## config.mk

```make
export PLATFORM = sky130hd
export DESIGN_NAME = prog_loader_flat
export DESIGN_NICKNAME = d
export VERILOG_FILES = /design/src/rtl/prog_loader_if.sv /design/src/rtl/prog_loader.sv /design/src/flat_wrapper.sv
export SDC_FILE = /design/constraint.sdc
export NUM_CORES = 1
export LEC_CHECK = 0
export ABC_AREA = 1
export CELL_PAD_IN_SITES_DETAIL_PLACEMENT = 0
export CELL_PAD_IN_SITES_GLOBAL_PLACEMENT = 1
export CORE_MARGIN = 8
export CORE_UTILIZATION = 36
export DETAILED_ROUTE_END_ITERATION = 12
export PLACE_DENSITY_LB_ADDON = 0.1
export RECOVER_POWER = 25
export SLEW_MARGIN = 15
export SYNTH_ARGS = -nofsm -noshare
export SYNTH_HDL_FRONTEND = slang
export SYNTH_SLANG_ARGS = --single-unit
```

## constraint.sdc

```tcl
create_clock -name clk -period 1.7 [get_ports clk]
set_clock_uncertainty 0.2 [all_clocks]
set_input_delay 0.255 -clock clk [delete_from_list [all_inputs] [get_ports clk]]
set_output_delay 0.255 -clock clk [all_outputs]
set_load 0.01 [all_outputs]
```

## src/rtl/prog_loader_if.sv

```systemverilog
// Host byte-stream and program-memory write bus of the program loader.
// Optional checksum status (chk_err) exists only when PROG_LOADER_CHECKSUM_EN
// is defined.
interface prog_loader_if #(
   parameter int Psize = 6,
   parameter int Isize = 17
);
   logic             start;
   logic [7:0]       data_in;
   logic             data_valid;
   logic             data_ready;
   logic             wr_en;
   logic [Psize-1:0] wr_addr;
   logic [Isize-1:0] wr_data;
   logic             busy;
   logic             load_done;
`ifdef PROG_LOADER_CHECKSUM_EN
   logic             chk_err;
`endif

   // Host / boot controller side
   modport master (
      output start,
      output data_in,
      output data_valid,
      input  data_ready,
      input  wr_en,
      input  wr_addr,
      input  wr_data,
      input  busy,
`ifdef PROG_LOADER_CHECKSUM_EN
      input  chk_err,
`endif
      input  load_done
   );

   // Loader side
   modport slave (
      input  start,
      input  data_in,
      input  data_valid,
      output data_ready,
      output wr_en,
      output wr_addr,
      output wr_data,
      output busy,
`ifdef PROG_LOADER_CHECKSUM_EN
      output chk_err,
`endif
      output load_done
   );
endinterface

```

## src/rtl/prog_loader.sv

```systemverilog
// prog_loader: receives a length-prefixed byte stream from a host and writes
// it, MSB byte first, into program memory one instruction word at a time.
// The CPU is held in reset (busy) for the duration of a load.
// Optional feature macro: PROG_LOADER_CHECKSUM_EN adds a trailing XOR
// checksum byte (state CHK) and the chk_err status output.
//
// state   | meaning
// --------+-------------------------------------------------------------
// S_IDLE  | no load since reset; waiting for start
// S_HDR   | accepting the header byte (word count)
// S_RECV  | accepting the K bytes of the current instruction word
// S_WRITE | one-cycle program-memory write of the assembled word
// S_CHK   | accepting the checksum byte (checksum build only)
// S_DONE  | load finished; load_done held until the next start
module prog_loader #(
   parameter int Psize = 6,
   parameter int Isize = 17
) (
   input  logic          clk,
   input  logic          nReset,
   prog_loader_if.slave  bus
);

   localparam int          K         = (Isize + 7) / 8;
   localparam logic [31:0] MEM_WORDS = 32'd1 << Psize;
   localparam logic [1:0]  LAST_BYTE = 2'(K - 1);

   typedef enum logic [2:0] {
      S_IDLE  = 3'd0,
      S_HDR   = 3'd1,
      S_RECV  = 3'd2,
      S_WRITE = 3'd3,
`ifdef PROG_LOADER_CHECKSUM_EN
      S_CHK   = 3'd5,
`endif
      S_DONE  = 3'd4
   } state_t;

   state_t           state_q,    state_d;
   logic [Psize-1:0] last_q,     last_d;
   logic [Psize-1:0] idx_q,      idx_d;
   logic [1:0]       byte_cnt_q, byte_cnt_d;
   logic [Isize-9:0] asm_q,      asm_d;
   logic [Isize-1:0] wr_data_q,  wr_data_d;
`ifdef PROG_LOADER_CHECKSUM_EN
   logic [7:0]       chk_acc_q,  chk_acc_d;
   logic             chk_err_q,  chk_err_d;
`endif

   logic             data_ready;
   logic             accept;
   logic [Isize-1:0] shifted;
   logic [31:0]      hdr_len;
   logic [Psize-1:0] hdr_last;

   // Handshake and the word formed if the current byte is appended.
   // asm_q keeps only the low Isize-8 bits, so the unused upper bits of the
   // first byte fall off the top as later bytes shift in.
   always_comb begin
      data_ready = (state_q == S_HDR) || (state_q == S_RECV)
`ifdef PROG_LOADER_CHECKSUM_EN
                   || (state_q == S_CHK)
`endif
                   ;
      accept     = bus.data_valid && data_ready;
      shifted    = {asm_q, bus.data_in};
   end

   // Header byte to last word index; 0 or anything beyond memory means full.
   always_comb begin
      hdr_len  = {24'd0, bus.data_in};
      hdr_last = '1;
      if ((hdr_len != 32'd0) && (hdr_len <= MEM_WORDS)) begin
         hdr_last = Psize'(hdr_len - 32'd1);
      end
   end

   // Next-state and datapath updates.
   always_comb begin
      state_d    = state_q;
      last_d     = last_q;
      idx_d      = idx_q;
      byte_cnt_d = byte_cnt_q;
      asm_d      = asm_q;
      wr_data_d  = wr_data_q;
`ifdef PROG_LOADER_CHECKSUM_EN
      chk_acc_d  = chk_acc_q;
      chk_err_d  = chk_err_q;
`endif
      case (state_q)
         S_IDLE, S_DONE: begin
            if (bus.start) begin
               state_d    = S_HDR;
               idx_d      = '0;
               byte_cnt_d = '0;
`ifdef PROG_LOADER_CHECKSUM_EN
               chk_acc_d  = '0;
               chk_err_d  = 1'b0;
`endif
            end
         end
         S_HDR: begin
            if (accept) begin
               last_d     = hdr_last;
               byte_cnt_d = '0;
               state_d    = S_RECV;
`ifdef PROG_LOADER_CHECKSUM_EN
               chk_acc_d  = chk_acc_q ^ bus.data_in;
`endif
            end
         end
         S_RECV: begin
            if (accept) begin
               asm_d = shifted[Isize-9:0];
`ifdef PROG_LOADER_CHECKSUM_EN
               chk_acc_d = chk_acc_q ^ bus.data_in;
`endif
               if (byte_cnt_q == LAST_BYTE) begin
                  wr_data_d  = shifted;
                  byte_cnt_d = '0;
                  state_d    = S_WRITE;
               end else begin
                  byte_cnt_d = byte_cnt_q + 2'd1;
               end
            end
         end
         S_WRITE: begin
            if (idx_q == last_q) begin
`ifdef PROG_LOADER_CHECKSUM_EN
               state_d = S_CHK;
`else
               state_d = S_DONE;
`endif
            end else begin
               idx_d   = idx_q + Psize'(1);
               state_d = S_RECV;
            end
         end
`ifdef PROG_LOADER_CHECKSUM_EN
         S_CHK: begin
            if (accept) begin
               chk_err_d = (bus.data_in != chk_acc_q);
               state_d   = S_DONE;
            end
         end
`endif
         default: state_d = S_IDLE;
      endcase
   end

   // State and datapath registers; reset abandons any load in progress.
   always_ff @(posedge clk or negedge nReset) begin
      if (!nReset) begin
         state_q    <= S_IDLE;
         last_q     <= '0;
         idx_q      <= '0;
         byte_cnt_q <= '0;
         asm_q      <= '0;
         wr_data_q  <= '0;
`ifdef PROG_LOADER_CHECKSUM_EN
         chk_acc_q  <= '0;
         chk_err_q  <= 1'b0;
`endif
      end else begin
         state_q    <= state_d;
         last_q     <= last_d;
         idx_q      <= idx_d;
         byte_cnt_q <= byte_cnt_d;
         asm_q      <= asm_d;
         wr_data_q  <= wr_data_d;
`ifdef PROG_LOADER_CHECKSUM_EN
         chk_acc_q  <= chk_acc_d;
         chk_err_q  <= chk_err_d;
`endif
      end
   end

   // Outputs decode directly from registered state, so reset clears them at once.
   always_comb begin
      bus.data_ready = data_ready;
      bus.wr_en      = (state_q == S_WRITE);
      bus.wr_addr    = idx_q;
      bus.wr_data    = wr_data_q;
      bus.busy       = (state_q == S_HDR) || (state_q == S_RECV) || (state_q == S_WRITE)
`ifdef PROG_LOADER_CHECKSUM_EN
                       || (state_q == S_CHK)
`endif
                       ;
      bus.load_done  = (state_q == S_DONE);
`ifdef PROG_LOADER_CHECKSUM_EN
      bus.chk_err    = chk_err_q;
`endif
   end

endmodule

```

## src/flat_wrapper.sv

```systemverilog
// flat-port wrapper written by rule: the top's interface ports become plain ports
module prog_loader_flat 
#(
   parameter int Psize = 6,
   parameter int Isize = 17
)
  (clk, nReset, bus_start, bus_data_in, bus_data_valid, bus_data_ready, bus_wr_en, bus_wr_addr, bus_wr_data, bus_busy, bus_load_done);
  prog_loader_if #(.Psize(Psize), .Isize(Isize)) bus_i ();
  input  logic clk;
  input  logic nReset;
  input wire logic [$bits(bus_i.start)-1:0] bus_start;
  input wire logic [$bits(bus_i.data_in)-1:0] bus_data_in;
  input wire logic [$bits(bus_i.data_valid)-1:0] bus_data_valid;
  output wire logic [$bits(bus_i.data_ready)-1:0] bus_data_ready;
  output wire logic [$bits(bus_i.wr_en)-1:0] bus_wr_en;
  output wire logic [$bits(bus_i.wr_addr)-1:0] bus_wr_addr;
  output wire logic [$bits(bus_i.wr_data)-1:0] bus_wr_data;
  output wire logic [$bits(bus_i.busy)-1:0] bus_busy;
  output wire logic [$bits(bus_i.load_done)-1:0] bus_load_done;
  assign bus_i.start = bus_start;
  assign bus_i.data_in = bus_data_in;
  assign bus_i.data_valid = bus_data_valid;
  assign bus_data_ready = bus_i.data_ready;
  assign bus_wr_en = bus_i.wr_en;
  assign bus_wr_addr = bus_i.wr_addr;
  assign bus_wr_data = bus_i.wr_data;
  assign bus_busy = bus_i.busy;
  assign bus_load_done = bus_i.load_done;
  prog_loader #(.Psize(Psize), .Isize(Isize)) u_core (.clk(clk), .nReset(nReset), .bus(bus_i));
endmodule
```

* Word-level counts from Yosys, hierarchy flattened
Cells that the tools add are included.
** Cells by class
- Add/sub/neg operators :: 3
- $mul :: 0
- Divide/modulo/power cells :: 0
- $lt $le $gt $ge :: 1
- Equality and inequality tests :: 11
- Shift-type cells :: 0
- Muxes and demuxes :: 15
- Bitwise logic cells :: 0
- Reduce and logical (&&, ||, !) cells :: 15
** Operators with widths (number)
- $mux 6 :: 3
- $mux 3 :: 5
- $pmux 3 s4 :: 1
- $pmux 6 s2 :: 1
- $le 8x7->1 const B :: 1
- $mux 2 :: 4
- $reduce_and 4->1 :: 2
- $reduce_bool 8->1 :: 1
- $add 6x1->6 const B :: 1
- $eq 3x2->1 const B :: 2
- $eq 6x6->1 :: 1
- $ne 2x2->1 const B :: 3
- $pmux 2 s3 :: 1
- $reduce_and 3->1 :: 2
- $sub 6x1->6 const B :: 1
- $ne 2x1->1 const B :: 2
- $reduce_and 2->1 :: 2
- $eq 3x1->1 const B :: 1
- $eq 3x3->1 const B :: 1
- $logic_not 3->1 :: 1
- $reduce_bool 3->1 :: 1
- $add 2x1->2 const B :: 1
- $eq 2x2->1 const B :: 1
- $logic_and 1x1->1 :: 2
- 3 further kinds :: 4
** Storage, ports and cells
- Register bits :: 43
- Bits in latches :: 0
- RAM bits :: 0
- ROM bits :: 0
- Input port bits :: 12
- Output and inout port bits :: 27
- Word-level logic and storage cells :: 51
- Memories kept :: 0

* Logic depth before layout (Yosys ltp)
Gate-level depths: netlist of the first run.
- Depth in word-level cells :: 5
- Depth in mapped cells :: 11
- Depth with buffers taken out :: 11

* Worst setup path after synthesis of the first run
No wires, ideal clock.
- Kind :: register -> register
- From :: register u_core.state_q[0]
- To :: register u_core.wr_data_q[15] (netlist: u_core.bus.wr_data[15])
- Library setup time :: 0.125 ns
- Data arrival time :: 1.210 ns
- Data required time :: 1.375 ns
- Path slack :: 0.164 ns
- Stages on the path, launching flop included :: 7
- Buffers on the path :: 1
- Clock period less this slack :: 1.536 ns
- Cell sequence :: dfrtp_1 -> inv_2 -> nand3_4 -> nor2_8 -> nand2_2 -> buf_6 -> mux2_4
** On the way
- Cells in the longest elaborated chain, start to end :: 4
- Elaborated cells between the ends (all ways) :: 5
- Classes of those cells :: eq/ne: 2; reduce/logical: 3
** RTL lines
- from (decl) :: line prog_loader.sv:39 : state_t state_q, state_d;
- from (signal assigned) :: line prog_loader.sv:165 : state_q <= state_d;
- $eq 3x1->1 / $eq 3x2->1 (equally long branches) :: line prog_loader.sv:60, prog_loader.sv:90
- $logic_or 1x1->1 :: line prog_loader.sv:60 : data_ready = (state_q == S_HDR) || (state_q == S_RECV)
- $logic_and 1x1->1 :: line prog_loader.sv:65 : accept = bus.data_valid && data_ready;
- $reduce_and 3->1 (no line) (*)
- to (signal assigned) :: line prog_loader.sv:170 : wr_data_q <= wr_data_d;
- to (decl) :: line prog_loader.sv:44 : logic [Isize-1:0] wr_data_q, wr_data_d;
Mark *: on every way between the ends. The rest lies on a longest branch, timed or not.
A chain may end at the register's enable or synchronous reset.

* Final worst setup path of the first run
- From :: register u_core.wr_data_q[0] (netlist: u_core.bus.wr_data[0])
- To :: output bus_wr_data[0]
** RTL lines
- to (decl) :: line flat_wrapper.sv:17 : output wire logic [$bits(bus_i.wr_data)-1:0] bus_wr_data;
No word-level cell between the ends.

==> results of run 1 <==
==> layout make-up <==
type / count / area (um^2)
Fill cell: 563 / 2760
Sequential cell: 43 / 1080
Multi-Input combinational cell: 179 / 950
Timing Repair Buffer: 80 / 701
Inverter: 42 / 160
Tap cell: 75 / 93.8
Clock buffer: 5 / 68.8
Clock inverter: 2 / 37.5
==> what timing repair did <==
action	4_1_cts	5_1_grt
hold buffers	1	0
resized for setup	22	30
pin swaps	1	5
setup endpoints to repair	10	32
endpoints found under the hold margin	43	0
buffers inserted	6	3
==> stage by stage <==
step                      hold WS (ns)  utilization  total power [uW]  std cells
after floorplan                 -0.241            -              2570        268
after CTS                        0.262        0.513              4280        423
after detailed placement        0.0520        0.486              3470        409
after global placement          0.0545        0.486              3460        409
after global routing             0.155        0.528              4740        426
final                            0.143        0.528              4350        426
==> sequential cells by signal, indices dropped and copies added (netlist names) <==
name                flops
u_core.bus.wr_addr      6
u_core.last_q           6
u_core.byte_cnt_q       2
u_core.state_q          3
u_core.bus.wr_data     17
u_core.asm_q            9
==> power groups by stage <==
stage	combinational (uW)	sequential, uW	clock [uW]
2_1_floorplan	908	1660	0
3_3_place_gp	1840	1620	0
3_5_place_dp	1860	1620	0
4_1_cts	1870	1600	818
5_1_grt	2210	1660	867
6_report	1950	1610	794
==> worst paths after layout <==
| path | startpoint | end | slack (ns) | cells after the start |
|---|---|---|---|---|
| worst max-delay path | u_core.bus.wr_data[0]$_DFFE_PN0P_ | bus_wr_data[0] | 0.04 | 1 |
| worst min-delay path | bus_data_in[1] | u_core.asm_q[1]$_DFFE_PN0P_ | 0.14 | 4 |
| worst max register to register | u_core.state_q[0]$_DFFE_PN0P_ | u_core.bus.wr_addr[1]$_DFFE_PN0P_ | 0.09 | 9 |
| worst min register to register | u_core.bus.wr_data[8]$_DFFE_PN0P_ | u_core.bus.wr_data[8]$_DFFE_PN0P_ | 0.29 | 2 |
| max in group asynchronous | nReset | u_core.state_q[0]$_DFFE_PN0P_ | 0.45 | 3 |
| min in group asynchronous | nReset | u_core.bus.wr_data[5]$_DFFE_PN0P_ | 0.41 | 3 |
==> placed cells by master (no fill, tap or decap), drive strengths merged <==
master,count
clkbuf,6
nor2,34
bufinv,1
dlymetal6s2s,7
nand4,5
buf,45
xnor2,1
o21ai,31
dlygate4sd3,1
clkdlybuf4s50,26
mux2,4
nand3,14
nand3b,1
inv,42
clkinvlp,1
a21oi,3
xor2,3
nand2,80
dfrtp,43
ha,3
==> layer usage <==
layer / routed length [um] / track usage / up-vias
li1: - / - / 995
met1: 2500 / 0.164 / 883
met2: 2230 / 0.194 / 28
met3: 248 / 0.0409 / 6
met4: 62 / 0.0403 / 0
met5: 0 / 0 / -
==> cells by family (layout without fill, tap and decap cells) <==
kind of cell | Yosys count | after routing | share of synthesized area
AO/OA/AOI/OAI | 34 | 34 | 0.0792
XOR/XNOR | 4 | 4 | 0.0163
adder cells (fa/ha/maj) | 3 | 3 | 0.0175
buffers and inverters | 46 | 129 | 0.0845
flip-flops | 43 | 43 | 0.501
multiplexers | 4 | 4 | 0.0280
AND/OR/NAND/NOR | 134 | 134 | 0.273
==> summary.txt, run 1 <==
Drt
  • Post-DRT Antenna Nets: 0
  • Avg Vias per Cell: 4.49
  • 1st-iter DRT viols: 65
  • Drt first pass iters: 4
  • Vias: 1,912
  • # DRC: 0
  • Drt wl/cell: 11.8 um
  • DRT Wirelength: 5.04 mm

Global route
  • Largest net degree at the start of global routing: 44
  • GR Util All Layers: 0.127
  • Initial antenna violation count: 0
  • First-pass GRT wire length: 8.87 mm
  • Number of global-route vias before repair: 1,900
  • Remaining Overflow, GRT: 0

Synthesis
  • Yosys reg bits: 43
  • Top-count cell post-synth: nand2_1
  • Main flop type after synthesis: dfrtp_1
  • Commonest cells in the netlist: nand2_1 (78), dfrtp_1 (43), inv_1 (39), nor2_1 (31), o21ai_0 (30)
  • Yosys top cell area share: 0.501
  • Syn nets: 283
  • Number of synthesized flops with an enable pin: 0
  • Yosys warns: 0
  • Top cells by area, synth: dfrtp_1 (50%), nand2_1 (14%), o21ai_0 (7.0%)
  • Sequential cell area fraction in the yosys report: 0.501
  • Async S/R FF share, synth: 1.00
  • Post-synthesis instance total: 268
  • Cell area after synthesis: 0.00215 mm^2
  • Count of different cell masters after synthesis: 24
  • Post-Syn Area per Cell: 8.01 um^2
  • Cell taking the most area after synthesis: dfrtp_1

Worst setup path
  • Critical Path AT: 1.21 ns
  • WP buf/inv: 1
  • Required @ worst endpoint: 1.24 ns
  • WS Path Type: reg -> out
  • Slowest stage delay, CP: 0.54 ns
  • Crit-path slowest cell: clkdlybuf4s50_1
  • Startpoint Class: register
  • Critical path cell sequence: clkdlybuf4s50_1
  • Crit. End Element: output pin
  • Cell family with most CP delay: buffers and inverters
  • Worst-path fanout max: 2

Status
  • Outcome: finished, final reports clean

Clock network
  • CTS tree: yes
  • Clock transition at path regs: 0.09 ns
  • Clk_lat worst skew: 0.29 ns
  • H-tree Lvls: 2
  • # clock sinks: 43
  • Longest Clk Path Bufs: 2
  • Cts bufs inserted: 5
  • Clock Tree Root: clkbuf_8

Timing
  • Max Clock Freq: 601 MHz
  • Worst-Margin Slew: 0.605 ns
  • Hold Fails Final Rpt: 0
  • Worst setup margin: 0.0372 ns
  • RSZ-0062 raised after global routing: yes
  • Final min period: 1.66 ns
  • Final Max Tran Viols: 0
  • Slew margin rel.: 0.596
  • Fin Setup TNS: 0 ns
  • Tcrit/Tclk final: 0.978
  • Setup violators final: 0

Die
  • Die Y: 93.2 um
  • Width of the die: 93.2 um
  • # rows: 28
  • Starting Density: 0.367
  • CORE AREA: 0.00585 mm^2
  • Area of the die: 0.00869 mm^2
  • # IOs: 39

Pwr
  • Share of power burned in the clock network: 0.182
  • Worst vdd ir: 0.869 mV
  • Sequential power share: 0.369
  • Sw power: 1580 uW
  • Leakage power: 0.00168 uW
  • Comb power frac: 0.449
  • Pint: 2770 uW
  • Switching share of total power: 0.364
  • PD cells: 1410 mW/mm^2

Layout
  • Nets: 366
  • Area added between synthesis and finish: 44.0%
  • Share of cells above drive strength 1: 0.245
  • Post-route cell area: 0.00309 mm^2
  • Antenna cells: 0

Place
  • Setup WS pre-CTS: -0.237 ns
  • PortBufs: 38
  • DP Area: 0.00285 mm^2
  • Dpl hpwl: 3.73 mm
  • Gpl congestion: 0.785

Worst hold path
  • Type of the most critical hold path: in -> reg

Job
  • Max_cap viols: 0
Note: power is estimated with default switching activity, not from simulation.
==> run 2: changes to the inputs <==
Settings changed: CAP_MARGIN from default to 20.
==> results of run 2 <==
Final layout, timing and power as in run 1 (identical DEF).
